File: src/rtl/buffer_register_duplex.sv
// Duplex buffer register: two sense/transfer channel engines (even/odd modules) with
// odd-parity checking and an optional cross-channel compare.
module buffer_register_duplex #(
    parameter int unsigned WIDTH     = 4,
    parameter int unsigned MODULES   = 8,
    parameter int unsigned SENSE_CYC = 2,
    parameter bit          DUPLEX    = 1'b1
) (
    input  logic                     v1,
    input  logic                     rstn,
    input  logic [MODULES*WIDTH-1:0] sa,
    input  logic                     rd_a,
    input  logic                     rd_b,
    input  logic                     sbrx_a,
    input  logic                     sbrx_b,
    input  logic [WIDTH-2:0]         tr_a,
    input  logic [WIDTH-2:0]         tr_b,
    input  logic                     cbr_an,
    input  logic                     cbr_bn,
    output logic [WIDTH-1:0]         bra,
    output logic [WIDTH-1:0]         brb,
    output logic                     busy_a,
    output logic                     busy_b,
    output logic                     valid_a,
    output logic                     valid_b,
    output logic                     par_err_a,
    output logic                     par_err_b,
    output logic                     miscompare
);

    localparam int unsigned DW = WIDTH - 1;
    localparam int unsigned CW = (SENSE_CYC > 1) ? $clog2(SENSE_CYC) : 1;

    typedef enum logic [1:0] {StIdle, StSense, StCheck} state_e;

    logic [1:0]       rd;
    logic [1:0]       sbrx;
    logic [1:0]       cbrn;
    logic [DW-1:0]    tr       [2];
    logic [WIDTH-1:0] sense_or [2];

    logic [1:0][WIDTH-1:0] br_w;
    logic [1:0]            busy_w;
    logic [1:0]            valid_w;
    logic [1:0]            perr_w;

    // In duplex mode channel B is slaved entirely to channel A's controls.
    always_comb begin
        rd[0]   = rd_a;
        sbrx[0] = sbrx_a;
        cbrn[0] = cbr_an;
        tr[0]   = tr_a;
        rd[1]   = DUPLEX ? rd_a   : rd_b;
        sbrx[1] = DUPLEX ? sbrx_a : sbrx_b;
        cbrn[1] = DUPLEX ? cbr_an : cbr_bn;
        tr[1]   = DUPLEX ? tr_a   : tr_b;
    end

    // Channel A sees even modules, channel B odd modules.
    always_comb begin
        sense_or[0] = '0;
        sense_or[1] = '0;
        for (int m = 0; m < int'(MODULES / 2); m++) begin
            sense_or[0] = sense_or[0] | sa[(2*m)*WIDTH +: WIDTH];
            sense_or[1] = sense_or[1] | sa[(2*m+1)*WIDTH +: WIDTH];
        end
    end

    for (genvar c = 0; c < 2; c++) begin : g_ch
        state_e           state_q, state_d;
        logic [CW-1:0]    cnt_q, cnt_d;
        logic [WIDTH-1:0] br_q, br_d;
        logic             valid_q, valid_d;
        logic             perr_q, perr_d;

        always_comb begin
            state_d = state_q;
            cnt_d   = cnt_q;
            br_d    = br_q;
            valid_d = valid_q;
            perr_d  = perr_q;
            unique case (state_q)
                StIdle: begin
                    if (!cbrn[c]) begin
                        br_d    = '0;
                        valid_d = 1'b0;
                        perr_d  = 1'b0;
                    end else if (rd[c]) begin
                        br_d    = '0;
                        valid_d = 1'b0;
                        perr_d  = 1'b0;
                        cnt_d   = '0;
                        state_d = StSense;
                    end else if (sbrx[c]) begin
                        br_d    = {~^tr[c], tr[c]};
                        valid_d = 1'b1;
                        perr_d  = 1'b0;
                    end
                end
                StSense: begin
                    if (!cbrn[c]) begin
                        br_d    = '0;
                        valid_d = 1'b0;
                        perr_d  = 1'b0;
                        state_d = StIdle;
                    end else begin
                        br_d = br_q | sense_or[c];
                        if (cnt_q == CW'(SENSE_CYC - 1)) begin
                            state_d = StCheck;
                        end else begin
                            cnt_d = cnt_q + 1'b1;
                        end
                    end
                end
                StCheck: begin
                    if (!cbrn[c]) begin
                        br_d    = '0;
                        valid_d = 1'b0;
                        perr_d  = 1'b0;
                    end else begin
                        valid_d = 1'b1;
                        // Odd parity: an even count of ones is an error.
                        perr_d  = ~^br_q;
                    end
                    state_d = StIdle;
                end
                default: state_d = StIdle;
            endcase
        end

        always_ff @(posedge v1 or negedge rstn) begin
            if (!rstn) begin
                state_q <= StIdle;
                cnt_q   <= '0;
                br_q    <= '0;
                valid_q <= 1'b0;
                perr_q  <= 1'b0;
            end else begin
                state_q <= state_d;
                cnt_q   <= cnt_d;
                br_q    <= br_d;
                valid_q <= valid_d;
                perr_q  <= perr_d;
            end
        end

        assign br_w[c]    = br_q;
        assign busy_w[c]  = (state_q != StIdle);
        assign valid_w[c] = valid_q;
        assign perr_w[c]  = perr_q;
    end

    always_ff @(posedge v1 or negedge rstn) begin
        if (!rstn) begin
            miscompare <= 1'b0;
        end else begin
            miscompare <= DUPLEX & valid_w[0] & valid_w[1] & (br_w[0] != br_w[1]);
        end
    end

    assign bra       = br_w[0];
    assign brb       = br_w[1];
    assign busy_a    = busy_w[0];
    assign busy_b    = busy_w[1];
    assign valid_a   = valid_w[0];
    assign valid_b   = valid_w[1];
    assign par_err_a = perr_w[0];
    assign par_err_b = perr_w[1];

endmodule

File: config.mk
export PLATFORM = sky130hd
export DESIGN_NAME = buffer_register_duplex
export DESIGN_NICKNAME = d
export VERILOG_FILES = /design/src/rtl/buffer_register_duplex.sv
export SDC_FILE = /design/constraint.sdc
export NUM_CORES = 1
export LEC_CHECK = 0
export ABC_AREA = 1
export CAP_MARGIN = 20
export CORE_MARGIN = 4
export CORE_UTILIZATION = 25
export DETAILED_ROUTE_END_ITERATION = 16
export SLEW_MARGIN = 0
export SYNTH_ARGS = -nofsm -noshare
export SYNTH_HDL_FRONTEND = slang
export SYNTH_SLANG_ARGS = --single-unit
File: constraint.sdc
create_clock -name v1 -period 3.65 [get_ports v1]
set_input_delay 0.73 -clock v1 [delete_from_list [all_inputs] [get_ports v1]]
set_output_delay 0.73 -clock v1 [all_outputs]
set_load 0.01 [all_outputs]
# Yosys cells after proc, flatten, opt, wreduce, memory -nomap -nowiden
# Index checks and enable logic that the tools add are counted.
[word_totals] reg_bits=19 inputBits=46 out_inout_bits=15 wordCells=99
[classes] n_addsub=2 eq_ne=19 n_mux=38 bitwise_logic=10 n_reduce_logical=19
[ops] cell="4-bit bitwise OR" count=8
[ops] cell="4-bit 2-to-1 mux" count=6
[ops] cell="4-bit case mux with 3 select lines" count=2
[ops] cell="2-bit inequality test, second input constant" count=10
[ops] cell="3-bit AND reduction" count=6
[ops] cell="1-bit 2-to-1 mux" count=16
[ops] cell="2-bit 2-to-1 mux" count=6
[ops] cell="1-bit case mux with 3 select lines" count=4
[ops] cell="4-bit inequality test, second input constant" count=2
[ops] cell="2-bit case mux with 2 select lines" count=2
[ops] cell="4-bit AND reduction" count=2
[ops] cell="2-bit nonzero test" count=4
[ops] cell="4-bit XNOR reduction" count=2
[ops] cell="3-bit inequality test, second input constant" count=2
[ops] cell="3-bit nonzero test" count=2
[ops] cell="2-bit by 1-bit == test with 1-bit output, second input constant" count=2
[ops] cell="2-bit == test, second input constant" count=2
[ops] cell="2-bit zero test" count=2
[ops] cell="4-bit inequality test" count=1
[ops] cell="1-bit case mux with 2 select lines" count=2
[ops] cell="3-bit XNOR reduction" count=1
[ops] cell="1-bit adder, second input constant" count=2
[ops] cell="1-bit AND" count=2

# Longest topological paths before layout
[depth] depth_word=6 ltp_mapped=9 mapped_depth_nobuf=9

# Least setup slack after synthesis
# OpenSTA, ideal clock, no wires.
[synth_timing] path_type="flip-flop to output port" startpoint="register g_ch[1].state_q[0]" endpoint="output port busy_b" t_arrival_ns=0.755 t_required_ns=2.920 path_slack_ns=2.165 stages_incl_launch_ff=4 path_buffers=0 cell_sequence="dfrtp_1 > inv_1 > ha_1 > inv_1"
[synth_via] elab_chain_len=1
[synth_rtl] element="from (decl)" line="70" text="state_e state_q, state_d;"
[synth_rtl] element="from (signal assigned)" line="133" text="state_q <= StIdle;"
[synth_rtl] element="from (signal assigned)" line="139" text="state_q <= state_d;"
[synth_rtl] element="2-bit nonzero test" line="148" text="assign busy_w[c] = (state_q != StIdle);"
[synth_rtl] element="to (decl)" line="23" text="output logic busy_b,"
# No other way between the ends.

# Worst setup path after layout
[layout_timing] startpoint="register g_ch[0].state_q[0]" endpoint="output port busy_a"
[layout_via] elab_chain_len=1
[layout_rtl] element="from (decl)" line="70"
[layout_rtl] element="from (signal assigned)" line="133"
[layout_rtl] element="from (signal assigned)" line="139"
[layout_rtl] element="2-bit nonzero test" line="148"
[layout_rtl] element="to (decl)" line="22" text="output logic busy_a,"
# No other way between the ends.

==> summary.txt <==
Status
  • Status: finished, final reports clean

Critical path
  • CP max FO: 4
  • Startpoint Class: register
  • CP Capture Type: output port
  • Reg2Reg Depth: 8
  • WS Path Type: reg -> out
  • Reg2reg setup slack: 2.19 ns
  • Crit path DAT: 1.62 ns
  • Req. time, crit path: 2.92 ns
  • R2r endpoint: bra[0]
  • Worst R2R Start: g_ch[0].state_q[0]

Detailed routing
  • Vias/cell: 4.20
  • ANT nets after route: 0
  • DRT Pass-1 Iters: 4
  • DRC: 0
  • Drt wl/cell: 10.5 um
  • Via count: 1,400
  • Initial DRC count: 42
  • Post-Route WL: 3500 um

Layout
  • Layout cells sized above 1: 8.05%
  • Fin util: 37.9%
  • Inserted Diodes: 0
  • Area growth, synth to finish: 46.2%
  • Filler instances: 586
  • Layout Nets: 317

Global routing
  • First-pass GRT wire length: 6000 um
  • Largest net degree at the start of global routing: 20
  • Initial antenna violation count: 0
  • Overall Global Routing Usage: 10.4%
  • Vias in the first global route: 1,333
  • Grt ovf: 0

Synthesis
  • Top cells by area, synth: dfrtp_1 (33%), nand2_1 (16%), ha_1 (7.9%)
  • Synth top area share: 33.3%
  • Largest area contributor in the netlist: dfrtp_1
  • Post-Synth XOR/XNOR Area: 4.30%
  • Distinct cells, synth: 24
  • Avg Synthesized Cell Area: 6.96 sq um
  • Warnings, synthesis: 0
  • Compound-gate portion of the synthesized area: 11.7%
  • FF+latch count, synth: 19
  • Synthesized-area fraction occupied by adder cells: 7.89%
  • Largest family of logic cells by synthesized area: simple AND/OR/NAND/NOR gates
  • Syn nets: 260
  • Post-synthesis mux area share: 0%
  • Gate Count Post-Synth: 205
  • Mapped Area: 1430 sq um
  • Simple-Gate Fraction of Synth Area: 34.3%
  • Seq/Total Area, Yosys: 33.3%

CTS
  • CTS max path bufs: 2
  • Num CTS Buffers: 3
  • CTS tree: yes
  • Clock transition at path regs: 0.07 ns
  • Total setup buffers inserted after CTS: 0
  • Hold_buf cts: 0
  • CTS resizes: 0
  • Clk_lat worst skew: 0.26 ns
  • CTS Root Cell: clkbuf_8
  • CTS Sinks: 19
  • Htree depth: 1

STA
  • RSZ-0062 raised after global routing: false
  • Measured slew at the worst slew-check pin: 0.888 ns
  • Max-Slew Margin vs Limit: 40.6%
  • Final hold slack: 0.486 ns
  • Setup tns final: 0 ns
  • Setup Skew: 0.00453 ns
  • Hold Vio Cnt, Final: 0
  • Final Slew Violations: 0
  • Final setup vio count: 0
  • Tcrit/Tclk final: 64.3%
  • Final Critical Period: 2.35 ns
  • Peak Freq: 426 MHz

Die
  • I/O pin cnt: 61
  • Die Ht: 83.5 um
  • Core area: 5510 sq um
  • Die span in x: 83.5 um
  • Starting density of the core: 25.9%
  • Die area: 6980 sq um
  • Rows: 27

Power
  • Pwr Density: 563 nW/um^2
  • Maximum VDD drop: 355 uV
  • Power Total: 1.17 mW
  • Static Leak: 1.02 nW

Placed design
  • Final Wtd Congestion: 0.762
  • DP Wirelength: 2930 um
  • Buffers added on ports: 54

Hold path
  • Min-delay worst type: reg -> reg
  • Hold Crit Depth: 2
  • Hold Crit Start: par_err_a
  • WHS Endpoint: par_err_a

Job
  • MaxCap Viol Count: 0
-- per-stage QoR --
stage / worst slack (ns) / instances / instance area, sq um
after floorplan: 2.17 / 205 / 1430
after global placement: 1.45 / 329 / 2040
after detailed placement: 1.47 / 329 / 2040
after CTS: 1.28 / 333 / 2090
after global routing: 1.20 / 333 / 2090
final: 1.30 / 333 / 2090
-- Yosys cell counts (all sizes together) --
cell and number:
a21oi 9, and2 1, buf 1, clkbuf 1, dfrtp 19, ha 9, inv 28, nand2 68
nand3 10, nor2 31, o21ai 16, o31ai 4, or2 1, xnor2 2, xor2 5
-- critical path, cell delays in order, from the launching register on --
cell             delay (ns)
dfrtp_1                0.40
inv_1                  0.08
ha_1                   0.23
inv_1                  0.11
clkdlybuf4s50_1        0.55
-- routing by layer --
layer,GRT usage [%],up-vias,routed length (um)
li1,-,747,-
met3,3.36,2,190
met2,16.5,31,1630
met1,13.8,620,1660
met5,0,-,0
met4,2.78,0,23
-- worst max path at each step --
| stage | slack (ns) | to | cells past startpoint | from |
|---|---|---|---|---|
| floorplan | 2.17 | busy_b | 3 | g_ch[1].state_q[0] |
| CTS | 1.28 | busy_a | 4 | g_ch[0].state_q[0] |
| global placement | 1.45 | bra[0] | 7 | cbr_an |
| global route | 1.20 | busy_b | 4 | g_ch[1].state_q[0] |
| finish | 1.30 | busy_a | 4 | g_ch[0].state_q[0] |
| detailed placement | 1.47 | bra[3] | 5 | cbr_an |
-- sequential cells by signal, summed over array words and instances (netlist names) --
signal,cells
valid_b,1
miscompare,1
g_ch.cnt_q,2
g_ch.state_q,4
valid_a,1
bra,4
par_err_b,1
par_err_a,1
brb,4
-- logic make-up after synthesis --
family | count (synthesis)
compound gates | 29
xor+xnor | 7
fa+ha+maj | 9
buf+inv | 30
flops | 19
simple gates | 111
-- cells in the final DEF (no fill, tap or decap), types with 3 or more instances in the layout --
| cell type | synthesis | routed |
|---|---|---|
| xor2_1 | 5 | 5 |
| clkbuf_8 | 0 | 3 |
| clkdlybuf4s50_1 | 0 | 54 |
| o21ai_0 | 10 | 10 |
| o31ai_1 | 4 | 4 |
| nor2_1 | 28 | 28 |
| a21oi_1 | 8 | 8 |
| ha_1 | 9 | 9 |
| nand2_1 | 61 | 61 |
| nand3_1 | 8 | 8 |
| o21ai_1 | 4 | 4 |
| inv_1 | 26 | 26 |
| dfrtp_1 | 19 | 19 |
| nand2_2 | 5 | 5 |
-- layout make-up --
type                    count  area (sq um)  share of cell area [%]
clock buffers               4          45.0                    2.16
inverters                  28           105                    5.04
multi-input cells         156           830                    39.8
flip-flops and latches     19           475                    22.8
well taps                  72          90.1                    4.32
repair buffers             54           541                    25.9
-- report_power, final --
group	internal (mW)	leakage, nW	total, mW	switching [mW]
Combinational	0.306	0.752	0.666	0.360
Clock	0.0776	0.0228	0.148	0.0704
Sequential	0.280	0.246	0.359	0.0785
Total	0.664	1.02	1.17	0.509
No activity file was read; power rests on OpenSTA's default activity.
